### src/rtl/jacobi_vmat_bank_if.sv
// Update handshake bundle for jacobi_vmat_bank.
// The producer (rotation unit) is the master and the register bank is the slave.
// upd_mat is row-major: element (r,c) sits at bits [(r*N+c)*W +: W].
interface jacobi_vmat_bank_if #(
  parameter int W = 21,
  parameter int N = 3
);
  logic             upd_valid;
  logic             upd_ready;
  logic [N*N*W-1:0] upd_mat;

  modport master (output upd_valid, output upd_mat, input upd_ready);
  modport slave  (input upd_valid, input upd_mat, output upd_ready);
endinterface

### src/rtl/jacobi_vmat_bank.sv
// jacobi_vmat_bank: NxN eigenvector-matrix register bank for the Jacobi
// rotation loop of the OBB covariance eigen-solver.
// - start loads a scaled identity and arms the bank (RUN).
// - Each accepted rotation result overwrites the whole matrix and bumps iter_cnt.
// - After MAX_ITER accepted updates the bank raises done and freezes the matrix.
// Optional feature macro: VMAT_CONV_EN. When defined, an update whose elements
// all differ from the held matrix by less than CONV_TH also ends the loop and
// raises converged. When undefined, converged is tied low.
module jacobi_vmat_bank #(
  parameter int                 W          = 21,
  parameter int                 N          = 3,
  parameter int                 SCALE      = 100,
  parameter int                 MAX_ITER   = 7,
  parameter int                 STATE_W    = 4,
  parameter logic [STATE_W-1:0] LOAD_STATE = 4'b1001,
  parameter int                 CONV_TH    = 2
) (
  input  logic                            clk,
  input  logic                            rst,
  input  logic                            start,
  input  logic [STATE_W-1:0]              state_i,
  jacobi_vmat_bank_if.slave               upd,
  output logic [N*N*W-1:0]                mat_o,
  output logic                            mat_valid,
  output logic [$clog2(MAX_ITER+1)-1:0]   iter_cnt,
  output logic                            done,
  output logic                            converged
);

  localparam int ITER_W = $clog2(MAX_ITER + 1);
  localparam int NE     = N * N;
  localparam int MAT_W  = NE * W;

  localparam logic [ITER_W-1:0] MAX_ITER_C = ITER_W'(MAX_ITER);

  typedef enum logic [1:0] {
    ST_IDLE = 2'd0,
    ST_RUN  = 2'd1,
    ST_DONE = 2'd2
  } state_t;

  // Scaled identity: SCALE on the diagonal (sign-extended to W), zero elsewhere.
  function automatic logic [MAT_W-1:0] identity_mat();
    logic [MAT_W-1:0] m;
    m = '0;
    for (int r = 0; r < N; r++) begin
      m[(r*N+r)*W +: W] = W'(SCALE);
    end
    return m;
  endfunction

  localparam logic [MAT_W-1:0] IDENT = identity_mat();

  state_t              state_q, state_d;
  logic [MAT_W-1:0]    mat_q, mat_d;
  logic                mat_valid_q, mat_valid_d;
  logic [ITER_W-1:0]   iter_q, iter_d;
  logic                done_q, done_d;
  logic                conv_q, conv_d;

  logic                ready;
  logic                accept;
  logic [ITER_W-1:0]   iter_inc;
  logic                conv_hit;

`ifdef VMAT_CONV_EN
  // Magnitude of a - b, computed one bit wider so no difference can overflow.
  function automatic logic [W:0] abs_diff(logic signed [W-1:0] a,
                                          logic signed [W-1:0] b);
    logic signed [W:0] d;
    d = {a[W-1], a} - {b[W-1], b};
    return d[W] ? (W+1)'(-d) : (W+1)'(d);
  endfunction

  // Early-termination test: every element of the incoming matrix is within
  // CONV_TH of the held matrix (equivalent to max |diff| < CONV_TH).
  always_comb begin
    conv_hit = 1'b1;
    for (int e = 0; e < NE; e++) begin
      if (abs_diff(upd.upd_mat[e*W +: W], mat_q[e*W +: W]) >= (W+1)'(CONV_TH)) begin
        conv_hit = 1'b0;
      end
    end
  end
`else
  // Without the convergence feature only the iteration limit ends the loop;
  // CONV_TH is referenced only so the parameter list stays identical.
  assign conv_hit = 1'b0 && (CONV_TH < 0);
`endif

  // Next-state and handshake: start outranks an update in the same cycle.
  always_comb begin
    state_d     = state_q;
    mat_d       = mat_q;
    mat_valid_d = mat_valid_q;
    iter_d      = iter_q;
    done_d      = done_q;
    conv_d      = conv_q;

    ready    = (state_q == ST_RUN) && (state_i == LOAD_STATE);
    accept   = upd.upd_valid && ready;
    iter_inc = iter_q + 1'b1;

    if (start) begin
      state_d     = ST_RUN;
      mat_d       = IDENT;
      mat_valid_d = 1'b1;
      iter_d      = '0;
      done_d      = 1'b0;
      conv_d      = 1'b0;
    end else if (accept) begin
      mat_d       = upd.upd_mat;
      mat_valid_d = 1'b1;
      iter_d      = iter_inc;
      if ((iter_inc == MAX_ITER_C) || conv_hit) begin
        state_d = ST_DONE;
        done_d  = 1'b1;
        conv_d  = conv_hit;
      end
    end
  end

  // State, matrix and status registers; reset clears everything.
  always_ff @(posedge clk) begin
    if (rst) begin
      state_q     <= ST_IDLE;
      mat_q       <= '0;
      mat_valid_q <= 1'b0;
      iter_q      <= '0;
      done_q      <= 1'b0;
      conv_q      <= 1'b0;
    end else begin
      state_q     <= state_d;
      mat_q       <= mat_d;
      mat_valid_q <= mat_valid_d;
      iter_q      <= iter_d;
      done_q      <= done_d;
      conv_q      <= conv_d;
    end
  end

  assign upd.upd_ready = ready;
  assign mat_o         = mat_q;
  assign mat_valid     = mat_valid_q;
  assign iter_cnt      = iter_q;
  assign done          = done_q;
  assign converged     = conv_q;

endmodule

### src/flat_wrapper.sv
// flat-port wrapper written by rule: the top's interface ports become plain ports
module jacobi_vmat_bank_flat 
#(
  parameter int                 W          = 21,
  parameter int                 N          = 3,
  parameter int                 SCALE      = 100,
  parameter int                 MAX_ITER   = 7,
  parameter int                 STATE_W    = 4,
  parameter logic [STATE_W-1:0] LOAD_STATE = 4'b1001,
  parameter int                 CONV_TH    = 2
)
  (clk, rst, start, state_i, mat_o, mat_valid, iter_cnt, done, converged, upd_upd_valid, upd_upd_mat, upd_upd_ready);
  jacobi_vmat_bank_if #(.W(W), .N(N)) upd_i ();
  input  logic clk;
  input  logic rst;
  input  logic start;
  input  logic [STATE_W-1:0] state_i;
  output logic [N*N*W-1:0] mat_o;
  output logic mat_valid;
  output logic [$clog2(MAX_ITER+1)-1:0] iter_cnt;
  output logic done;
  output logic converged;
  input wire logic [$bits(upd_i.upd_valid)-1:0] upd_upd_valid;
  input wire logic [$bits(upd_i.upd_mat)-1:0] upd_upd_mat;
  output wire logic [$bits(upd_i.upd_ready)-1:0] upd_upd_ready;
  assign upd_i.upd_valid = upd_upd_valid;
  assign upd_i.upd_mat = upd_upd_mat;
  assign upd_upd_ready = upd_i.upd_ready;
  jacobi_vmat_bank #(.W(W), .N(N), .SCALE(SCALE), .MAX_ITER(MAX_ITER), .STATE_W(STATE_W), .LOAD_STATE(LOAD_STATE), .CONV_TH(CONV_TH)) u_core (.clk(clk), .rst(rst), .start(start), .state_i(state_i), .upd(upd_i), .mat_o(mat_o), .mat_valid(mat_valid), .iter_cnt(iter_cnt), .done(done), .converged(converged));
endmodule
### config.mk
export PLATFORM = sky130hd
export DESIGN_NAME = jacobi_vmat_bank_flat
export DESIGN_NICKNAME = d
export VERILOG_FILES = /design/src/rtl/jacobi_vmat_bank_if.sv /design/src/rtl/jacobi_vmat_bank.sv /design/src/flat_wrapper.sv
export SDC_FILE = /design/constraint.sdc
export NUM_CORES = 1
export LEC_CHECK = 0
export ABC_AREA = 1
export CAP_MARGIN = 10
export CORE_ASPECT_RATIO = 0.7
export CORE_MARGIN = 8
export CORE_UTILIZATION = 32
export CTS_CLUSTER_DIAMETER = 60
export DETAILED_ROUTE_END_ITERATION = 10
export GPL_TIMING_DRIVEN = 0
export PLACE_DENSITY = 0.71
export SLEW_MARGIN = 0
export SYNTH_ARGS = -nofsm -noshare
export SYNTH_HDL_FRONTEND = slang
export SYNTH_SLANG_ARGS = --single-unit
### constraint.sdc
create_clock -name clk -period 1.4 [get_ports clk]
set_input_delay 0.42 -clock clk [delete_from_list [all_inputs] [get_ports clk]]
set_output_delay 0.42 -clock clk [all_outputs]
set_load 0.005 [all_outputs]
==> results.txt <==
The origin of the worst min-delay path is rst. The tools report the combined global-route utilization of all metal layers as 0.1993. The critical path class is reg2reg.

The fraction of synthesized cell area taken by the top area cell type was 0.5459. STA classifies the critical path startpoint as a flip-flop. The run gives 1,556 as the total instance count after detailed placement.

Clock tree synthesis inserted a total of 17 buffers. The clock insertion delay at the later pin of the skew report was 430 ps; the final number of setup-violating endpoints was 192. Synthesis inferred 195 register bits.

The hold violation count in the final report was 0; the post-synthesis area per instance was 8.098 sq um. The share of the clock period used by the worst path after layout is 1.136, and the CTS clock-pin slew for the worst setup and hold paths is 60 ps. The logs give 13.35 mm for the total routed wire length on the met1 layer and 1,635 for the count of placed standard cells in the final layout, fillers left out. The number of antenna violations at the first check in global routing is 1, and the first-iteration detailed-routing DRC count is 327. The routed design uses 15.00 mm of met2 wire.

The ratio of cells with drive above 1 in the final layout works out to 0.4667. The die is 194.7 um wide. Across all hold checks on the routed design, the worst slack comes to 286.8 ps.

The total area inside the core boundary comes to 0.02179 sq mm. The minimum clock period after layout was 1590 ps; the cell count after synthesis was 883. Leaving out fill and tap cells, the most frequent cells in the layout are sky130_fd_sc_hd__nand2_1, sky130_fd_sc_hd__clkdlybuf4s50_1, sky130_fd_sc_hd__clkbuf_2, sky130_fd_sc_hd__dfxtp_1, sky130_fd_sc_hd__a21oi_2. The count of nets left with antenna violations once routing finished came out at 0.

The leading cell type in the layout, fill and taps excluded was sky130_fd_sc_hd__nand2_1. The cell chosen for the clock root is sky130_fd_sc_hd__clkbuf_16. Floorplan die height: 141.1 um. The detailed-route wire length per cell came out at 18.82 um. After detailed routing, the total wire length is 30.76 mm. In this run the tool buffered the top-level ports with 391 buffer cells.

At the end of routability-driven placement, the weighted congestion stood at 0.7861. The run gives 0 as the reported max-cap violation count. In this run the power density over the cells is 880.6 mW/mm^2. Critical register-to-register path startpoint: u_core.state_q[0]. For the final database, setup skew stands at 10.61 ps.

In this run the register-to-register setup slack is -190 ps. The worst hold path belongs to the class in2reg. The largest total area in the synthesized netlist belongs to sky130_fd_sc_hd__dfxtp_1. Among the stages of the critical path, the cell type that occurs most often is sky130_fd_sc_hd__buf_6. Data on the critical path arrives at its endpoint at 1950 ps. The worst hold path was traced through 2 stages. The run gives 0.0007931 V as the peak ir drop on the vdd network.

Setup repair after global routing could not meet its margin everywhere. The logs give 1,082 for the net count after synthesis and 2 for the number of buffers between clock root and the deepest sink. The first detailed-routing pass ran for 4 iterations.

The critical path starts at u_core.state_q[0]. Effective utilization at floorplan: 0.3282. Yosys printed 0 warnings. For this run, the post-layout net count is 1,538.

Based on the critical path, the design can be clocked at up to 0.6290 GHz. The clock tree synthesis step divided the H-tree into 4 levels. The tools report the total congestion overflow after global routing as 0.

The highest signal layer in the routed design was met4. Before CTS, the worst setup slack after placement is -1002 ps. The run gives 5.408 nW as the leakage power figure.

The slowest stage of the critical path is the sky130_fd_sc_hd__dfxtp_2 cell. Dividing the detail-routed via count by the number of cells gives 4.680. The number of clock sinks came out at 195. The initialized floorplan defines 45 standard-cell rows. The highest net fanout along the worst path works out to 8. The delay of the slowest critical-path stage was 340 ps. The end of the worst hold path is u_core.mat_valid. After legalization and detailed placement, the total HPWL measured 21.42 mm. The share of synthesized area occupied by flip-flops and latches came out at 0.5459. 393 I/O pins were placed.

Number of buffer and inverter stages on the critical path: 6. The checks that failed: setup timing. Counting the fill cells in the layout gives 1,933.

Wire segments on met3 add up to 1.958 mm in the final route. For the worst path setup slack after routing, the log shows -189.9 ps. Nature of the critical path endpoint: a flip-flop. The area growth from synthesis to layout is 84.06%.

For the final-report max-slew violation count, the log shows 0. The logs give 0.02746 sq mm for the area of the die and 43.06 mm for the global-route wire length before repair. The tools report the area of all placed cells without fillers as 0.01316 sq mm. After detailed placement, the total cell area comes to 0.01142 sq mm. The synthesized netlist occupies a cell area of 0.007151 sq mm. By area the synthesized netlist is led by sky130_fd_sc_hd__dfxtp_1, sky130_fd_sc_hd__nand2_1, sky130_fd_sc_hd__a21oi_1, sky130_fd_sc_hd__buf_6, sky130_fd_sc_hd__a21oi_2. The logs give 7,272 for the number of global-route vias before repair and 17 for the largest net degree at the start of global routing. The critical path goes through inv_2 -> nor2_4 -> nand3_2 -> buf_6 -> nor2_4 -> buf_6 -> buf_6 -> clkbuf_16 -> clkbuf_16 -> nand2_2 -> a21oi_2. The worst-case reg-to-reg path depth is 11, and the number of distinct library cell variants in the gate-level netlist after synthesis is 22.

Kind of cell with the highest combined delay on the critical path: buffers and inverters. The run gives 7,651 as the total vias in the final route. The data required time at the worst endpoint was 1760 ps.

The endpoint identified for the worst register-to-register timing path is u_core.mat_o[104]. The run finished, with violations left. TritonCTS built the clock tree. For this run, design rule violations remaining after detail routing come to 0.
power breakdown:
group	internal [mW]	leakage (nW)	total (mW)	switching [mW]
clock	2.74	0.280	4.94	2.20
combinational	0.629	3.53	1.06	0.427
sequential	5.57	1.60	5.59	0.0178
worst max-delay path by stage:
stage	slack [ps]	cells after the start	to
after floorplan	20	7	u_core.mat_o[15]
after global placement	-960	6	u_core.mat_o[15]
after detailed placement	-1000	6	u_core.mat_o[23]
after CTS	-200	5	upd_upd_ready
after global routing	-260	11	u_core.mat_o[118]
final	-190	11	u_core.mat_o[104]
cells in the mapped netlist:
cell type                  number
sky130_fd_sc_hd__a21oi_1      166
sky130_fd_sc_hd__a21oi_2       20
sky130_fd_sc_hd__buf_1          1
sky130_fd_sc_hd__buf_2         34
sky130_fd_sc_hd__buf_4          4
sky130_fd_sc_hd__buf_6         21
sky130_fd_sc_hd__clkbuf_1       5
sky130_fd_sc_hd__clkinv_1       1
sky130_fd_sc_hd__conb_1         1
sky130_fd_sc_hd__dfxtp_1      195
sky130_fd_sc_hd__ha_1           2
sky130_fd_sc_hd__inv_1         15
sky130_fd_sc_hd__inv_2          2
sky130_fd_sc_hd__nand2_1      367
sky130_fd_sc_hd__nand2_2       20
sky130_fd_sc_hd__nand3_1       10
sky130_fd_sc_hd__nand3_4        1
sky130_fd_sc_hd__nand4_1        9
sky130_fd_sc_hd__nor2_1         4
sky130_fd_sc_hd__nor2_4         2
sky130_fd_sc_hd__or2_0          2
sky130_fd_sc_hd__xnor2_1        1
per-layer routing:
metal  track usage  up-vias
li1              -     3745
met1        0.2445     3648
met2        0.3303      228
met3       0.06847       30
met4       0.05251        0
met5             0        -
layout make-up:
class,instances,area (sq um),share of cell area
clock inverters,11,127.6,0.009697
repair buffers,442,3880,0.2948
clock buffers,21,460.4,0.03498
inverters,18,72.57,0.005514
flip-flops and latches,195,3965,0.3013
multi-input cells,605,3689,0.2803
plain buffers,60,611.8,0.04649
diodes,1,2.502,0.0001901
well taps,282,352.8,0.02681
through the flow:
stage	power [mW]	setup TNS [ps]	util
final	11.59	-22450	0.6040
after global routing	12.00	-34890	0.6040
after CTS	11.57	-30480	0.5633
after detailed placement	6.617	-170930	0.5240
after global placement	6.612	-160670	0.5240
after floorplan	5.920	0	-
kinds of logic (layout without fill, tap and decap cells):
logic type / after synthesis / after routing / share of synthesized area
simple gates: 415 / 415 / 0.2345
buf+inv: 83 / 552 / 0.07367
other cells: 1 / 2 / 0.0005244
fa+ha+maj: 2 / 2 / 0.003499
xor+xnor: 1 / 1 / 0.001225
compound gates: 186 / 186 / 0.1407
flops: 195 / 195 / 0.5459
registers in the layout, indices dropped and copies added (netlist names):
register and flops:
u_core.mat_o 189, u_core.mat_valid 1, u_core.state_q 2, u_core.iter_cnt 3
repair_timing:
item	CTS	global route
resized for setup	335	695
gates cloned	8	16
hold buffers	0	0
setup buffers	12	18
setup endpoints to repair	390	366
hold endpoints to repair	0	0
pin swaps	8	81
No activity file was read; power rests on OpenSTA's default activity.
